## config.mk

```make
export PLATFORM = sky130hd
export DESIGN_NAME = hazard_scoreboard
export DESIGN_NICKNAME = d
export VERILOG_FILES = /design/src/rtl/hazard_scoreboard.sv
export SDC_FILE = /design/constraint.sdc
export NUM_CORES = 1
export LEC_CHECK = 0
export BUFFER_PORTS_ARGS = -buffer_cell sky130_fd_sc_hd__buf_2
export CAP_MARGIN = 20
export CORE_MARGIN = 3
export CORE_UTILIZATION = 56
export DETAILED_ROUTE_END_ITERATION = 10
export PLACE_DENSITY = 0.79
export SLEW_MARGIN = 20
export SYNTH_ARGS = -nofsm -noshare
export SYNTH_HDL_FRONTEND = slang
export SYNTH_SLANG_ARGS = --single-unit
```

## constraint.sdc

```tcl
create_clock -name clk -period 4.6 [get_ports clk]
set_input_delay 0.92 -clock clk [delete_from_list [all_inputs] [get_ports clk]]
set_output_delay 0.92 -clock clk [all_outputs]
set_load 0.03 [all_outputs]
```

## src/rtl/hazard_scoreboard.sv

```systemverilog
// Pipeline hazard scoreboard: tracks in-flight destination writers per stage,
// produces per-stage forwarding selects and a decode stall on not-yet-ready
// producers.
module hazard_scoreboard #(
    parameter int DEPTH = 3,
    parameter int AW    = 5,
    parameter int TW    = 2,
    localparam int SW   = $clog2(DEPTH + 1)
) (
    input  logic                clk,
    input  logic                reset,
    input  logic                d_valid,
    input  logic [AW-1:0]       d_rs,
    input  logic [AW-1:0]       d_rt,
    input  logic                d_rs_use,
    input  logic                d_rt_use,
    input  logic [TW-1:0]       d_rs_tuse,
    input  logic [TW-1:0]       d_rt_tuse,
    input  logic [AW-1:0]       d_dst,
    input  logic                d_we,
    input  logic [TW-1:0]       d_tnew,
    input  logic                flush_e,
    output logic                stall,
    output logic [DEPTH*SW-1:0] sel_rs,
    output logic [DEPTH*SW-1:0] sel_rt
);

    // Per-stage entries, index k = 1 (E) .. DEPTH.
    // ent_valid is the "eligible to match" bit: a real writer with dst != 0.
    logic          ent_valid [1:DEPTH];
    logic [AW-1:0] ent_dst   [1:DEPTH];
    logic [TW-1:0] ent_tnew  [1:DEPTH];
    // Source fields are only consulted by consumer stages 1..DEPTH-1; the
    // last stage never consumes, so its copy is not kept.
    logic [AW-1:0] ent_rs    [1:DEPTH-1];
    logic [AW-1:0] ent_rt    [1:DEPTH-1];

    // Consumer source addresses, index c = 0 (D) .. DEPTH-1.
    logic [AW-1:0] src_rs [0:DEPTH-1];
    logic [AW-1:0] src_rt [0:DEPTH-1];

    // Winning (youngest) match per consumer stage.
    logic          hit_rs [0:DEPTH-1];
    logic          hit_rt [0:DEPTH-1];
    logic [SW-1:0] k_rs   [0:DEPTH-1];
    logic [SW-1:0] k_rt   [0:DEPTH-1];
    logic [TW-1:0] tn_rs  [0:DEPTH-1];
    logic [TW-1:0] tn_rt  [0:DEPTH-1];

    logic load_e;

    assign load_e = d_valid & ~stall & ~flush_e;

    // Stage entries: E loads decode or a bubble; older stages always advance.
    always_ff @(posedge clk or posedge reset) begin
        if (reset) begin
            for (int unsigned k = 1; k <= DEPTH; k++) begin
                ent_valid[k] <= 1'b0;
                ent_dst[k]   <= '0;
                ent_tnew[k]  <= '0;
            end
            for (int unsigned k = 1; k <= DEPTH - 1; k++) begin
                ent_rs[k] <= '0;
                ent_rt[k] <= '0;
            end
        end else begin
            if (load_e) begin
                ent_valid[1] <= d_we & (d_dst != '0);
                ent_dst[1]   <= d_dst;
                ent_tnew[1]  <= d_tnew;
                ent_rs[1]    <= d_rs;
                ent_rt[1]    <= d_rt;
            end else begin
                ent_valid[1] <= 1'b0;
                ent_dst[1]   <= '0;
                ent_tnew[1]  <= '0;
                ent_rs[1]    <= '0;
                ent_rt[1]    <= '0;
            end
            for (int unsigned k = 2; k <= DEPTH; k++) begin
                ent_valid[k] <= ent_valid[k-1];
                ent_dst[k]   <= ent_dst[k-1];
                ent_tnew[k]  <= (ent_tnew[k-1] == '0) ? '0 : ent_tnew[k-1] - TW'(1);
            end
            for (int unsigned k = 2; k <= DEPTH - 1; k++) begin
                ent_rs[k] <= ent_rs[k-1];
                ent_rt[k] <= ent_rt[k-1];
            end
        end
    end

    // Consumer source addresses: decode inputs at D, stored fields beyond.
    always_comb begin
        src_rs[0] = d_rs;
        src_rt[0] = d_rt;
        for (int unsigned c = 1; c <= DEPTH - 1; c++) begin
            src_rs[c] = ent_rs[c];
            src_rt[c] = ent_rt[c];
        end
    end

    // Youngest-match search: scan from oldest to youngest so the smallest k
    // producing a match is the one left standing.
    always_comb begin
        for (int unsigned c = 0; c <= DEPTH - 1; c++) begin
            hit_rs[c] = 1'b0;
            k_rs[c]   = '0;
            tn_rs[c]  = '0;
            hit_rt[c] = 1'b0;
            k_rt[c]   = '0;
            tn_rt[c]  = '0;
            for (int unsigned k = DEPTH; k > c; k--) begin
                if (ent_valid[k] && (src_rs[c] != '0) && (ent_dst[k] == src_rs[c])) begin
                    hit_rs[c] = 1'b1;
                    k_rs[c]   = SW'(k);
                    tn_rs[c]  = ent_tnew[k];
                end
                if (ent_valid[k] && (src_rt[c] != '0) && (ent_dst[k] == src_rt[c])) begin
                    hit_rt[c] = 1'b1;
                    k_rt[c]   = SW'(k);
                    tn_rt[c]  = ent_tnew[k];
                end
            end
        end
    end

    // Forward selects and decode stall, forced quiet while reset is held.
    always_comb begin
        stall  = 1'b0;
        sel_rs = '0;
        sel_rt = '0;
        if (!reset) begin
            for (int unsigned c = 0; c <= DEPTH - 1; c++) begin
                if (hit_rs[c] && (tn_rs[c] == '0)) begin
                    sel_rs[c*SW +: SW] = k_rs[c];
                end
                if (hit_rt[c] && (tn_rt[c] == '0)) begin
                    sel_rt[c*SW +: SW] = k_rt[c];
                end
            end
            stall = d_valid &
                    ((d_rs_use & hit_rs[0] & (tn_rs[0] > d_rs_tuse)) |
                     (d_rt_use & hit_rt[0] & (tn_rt[0] > d_rt_tuse)));
        end
    end

endmodule

```

==> flow_results.org <==
** Outcome
- The run finished with clean final reports.

** Power
- The worst-case IR drop observed on VDD is 218 uV.
- For this design the static power due to leakage is 1.33 nW.
- The design draws 871 uW.
- Pwr Density :: 295 nW/um2

** Clock network
- Counting the buffers created by CTS gives 5.
- Hold repair after CTS inserted 0 buffers.
- Counting every sink on the clock net gives 44.
- Clock Pin Slew Worst Setup and Hold Paths :: 0.08 ns
- In this run the deepest clock path goes through 2 buffers.
- TritonCTS built the clock tree.
- In this run the number of H-tree levels came out at 2.
- Clock insertion delay at the later pin of the skew report :: 0.29 ns
- The tree is rooted in a clkbuf_8.

** Routing
- Vias per cell :: 5.85
- The routed layout has 1972 vias.
- The detail route stage leaves a number of antenna-violating nets equal to 0.
- The first detailed-routing pass took 4 iterations.
- Drc violations :: 0
- Sum of routed wire length over all layers :: 5680 um
- Post-detailed-route wirelength per cell :: 16.8 um
- Detailed router's first-iteration violation count :: 85

** Synth
- Main synth FF type :: dfrtp_1
- EDFF count, synth :: 0
- Each instance of the synthesized netlist takes up on average 10.3 um2.
- Number of distinct library cells after synthesis :: 38
- Sequential share of the synthesized area :: 44.6%
- Yosys printed 0 warnings.
- Syn Std Cell Area :: 2470 um2
- After technology mapping, the gate count stands at 240.
- Post-Synthesis Net Count :: 272
- Async set-or-reset flop fraction in the synthesized netlist :: 100%
- In this run, synthesis produced a sequential element count of 44.

** Setup path
- The worst setup path is launched from an input port.
- Traced cell by cell, the critical path runs through buf_8, or4_4, nor2_8, buf_6, nor4b_2, a311oi_2, nor2_1, ha_1, a2111oi_2, o311ai_1, and2_1, inv_2, buf_6.
- Max incr delay on CP :: 0.56 ns
- Reg-to-Reg Start :: ent_dst[5]
- FF-to-FF setup slack :: 1.26 ns
- STA classifies the critical path endpoint as an output port.
- In this run the critical register-to-register path is captured at ent_rs[8].
- CP max-delay cell :: or4_4
- Of all nets on the critical path, the largest fanout is 8.
- Measured in cells, the most critical reg-to-reg path has a length of 11.
- At the worst endpoint, the arrival time is 3.57 ns.
- The worst setup path is of the input port to output port kind.
- Data on the critical path is required at its endpoint by 3.68 ns.
- By instance count, the cell type seen most on the critical path is buf_6.

** Timing
- Count of endpoints failing setup in the final report :: 0
- The worst path meets setup with 0.105 ns of slack.
- Clock skew after layout :: 0.00290 ns
- Number of hold-slack violations in the final timing report :: 0
- Setup total negative slack on the finished layout was measured at 0 ns.
- The number of slew-limit violations in the final report was 0.
- Timing-limited maximum frequency :: 222 MHz
- Dividing the final minimum period by the clock period gives 97.7%.
- Across all hold checks on the routed design, the worst slack comes to 0.406 ns.
- At the pin with the least slew margin, the transition time is 1.01 ns.
- Measured against its own limit, the worst slew margin works out to 32.5%.
- Shortest clock period the worst path allows after layout :: 4.49 ns

** GRT
- Vias in the first global route :: 1893
- Aggregate global-route resource usage :: 22.9%
- Entering global routing, the biggest net connects 30 pins.
- First-pass GRT wire length :: 9110 um
- After global routing the overflow that remains totals 0.
- Number of antenna violations at the first check in global routing :: 0

** Finish
- For this run, the number of standard cells in the final layout without fillers is 337.
- The finished cells cover 2960 um2.
- Final nets :: 319
- Share of layout cells above drive strength 1 :: 27.2%
- Inserted Diodes :: 0
- Core utilization of the finished layout :: 71.9%
- Layout overhead on the synthesized area :: 19.9%

** Placement
- Post-Place Cells :: 326
- Detailed placement finished with a half-perimeter wire length of 4170 um.
- OpenSTA, run right after detailed placement, puts the worst setup slack at -0.0108 ns.
- In this run the tool buffered the top-level ports with 40 buffer cells.
- At the end of routability-driven placement, the weighted congestion stood at 0.848.
- Placed cell area :: 2730 um2

** Floorplan
- 41 I/O pins were placed.
- The die is 72.4 um wide.
- Starting density of the core :: 60.0%
- The core region is 4120 um2.
- The floorplan has 23 rows.
- The die is 72.4 um tall.
- Area enclosed by the die boundary :: 5240 um2

** Min path
- Min-Delay Path Class :: register to register
- Counting instances, the worst hold path has a depth of 0.
- Critical hold path startpoint :: ent_valid[2]
- For hold timing, the worst endpoint is ent_valid[1].

** Flow run
- Max-cap violations in this run came to 0.
[cells in the mapped netlist (all sizes together), types with 3 or more instances]
cell | count | share of area [%]
xnor2 | 54 | 19
dfrtp | 44 | 45
and3 | 19 | 4.8
nor2 | 13 | 2.7
nand4 | 12 | 3.0
nor3 | 12 | 3.0
nand2 | 10 | 1.5
clkbuf | 9 | 1.4
inv | 8 | 1.2
nor4 | 8 | 2.0
a21oi | 5 | 1.0
buf | 5 | 1.9
or4 | 5 | 1.7
ha | 4 | 2.0
xor2 | 4 | 1.4
a2111oi | 3 | 1.1
and2 | 3 | 0.76
[kinds of logic (layout without fill, tap and decap cells)]
family                     count (synthesis)  in the layout  synth area share (%)
AOI/OAI and AO/OA                         19             19                  5.63
xor gates and xnor gates                  58             58                  20.6
adders and majority gates                  4              4                  2.03
buffers and inverters                     22             69                  4.46
DFF                                       44             44                  44.6
and+or+nand+nor                           93             93                  22.7
[metal layers]
metal  routed length, um  global-route usage [%]
met5                   0                       0
met4                  73                    7.17
met3                 268                    5.26
met2                2860                    37.9
met1                2480                    29.9
[power breakdown]
| part | internal, mW | leakage, nW | switching [mW] |
|---|---|---|---|
| combinational | 0.0542 | 0.677 | 0.0527 |
| clock | 0.214 | 0.0642 | 0.129 |
| sequential | 0.400 | 0.593 | 0.0216 |
| total | 0.668 | 1.33 | 0.203 |
[flip-flops by register name (all words and copies together), names as in the netlist]
register / cells
ent_dst: 15
ent_rs: 10
ent_rt: 10
ent_tnew: 6
ent_valid: 3
[final cells by class]
type,count,area [um2]
well taps,50,62.6
multi-input cells,174,1310
inverters,8,30.0
flip-flops and latches,44,1100
clock buffers,5,68.8
clock inverters,2,60.1
repair buffers,54,325
fillers,297,1160
[worst max-delay path: cells and delay by family]
kind	cells	cell delay, ns
compound gates	3	0.79
fa+ha+maj	1	0.34
buf+inv	4	0.42
simple gates	5	1.09
[worst max-delay path by stage]
stage	from	to	slack [ns]	cells past startpoint
finish	d_rt[3]	stall	0.11	13
CTS	d_rt[3]	stall	0.007	12
global placement	d_rt[3]	stall	0.08	12
global route	d_rt[4]	stall	-0.06	13
floorplan	d_rs[3]	sel_rs[0]	0.11	6
detailed placement	d_rt[3]	stall	-0.01	12
[what timing repair did]
| item | CTS | global route |
|---|---|---|
| endpoints found under the hold margin | 0 | 0 |
| buffers inserted | 0 | 4 |
| pin swaps | 0 | 8 |
| setup endpoints to repair | 1 | 1 |
| gates resized for setup | 1 | 19 |
[cell usage in the layout (no fill, tap or decap), types with 3 or more instances in the layout]
cell | synthesis | layout
xnor2_1 | 54 | 54
dfrtp_1 | 44 | 44
buf_2 | 1 | 38
and3_1 | 19 | 19
buf_4 | 2 | 13
nand4_1 | 12 | 12
nor2_1 | 11 | 11
nand2_1 | 10 | 10
nor4_1 | 8 | 8
nor3_1 | 9 | 8
inv_1 | 8 | 6
a21oi_1 | 5 | 5
clkbuf_8 | 0 | 5
or4_1 | 4 | 4
nor3_2 | 3 | 4
xor2_1 | 4 | 4
ha_1 | 4 | 4
and2_1 | 3 | 3
No activity file was read; power rests on OpenSTA's default activity.
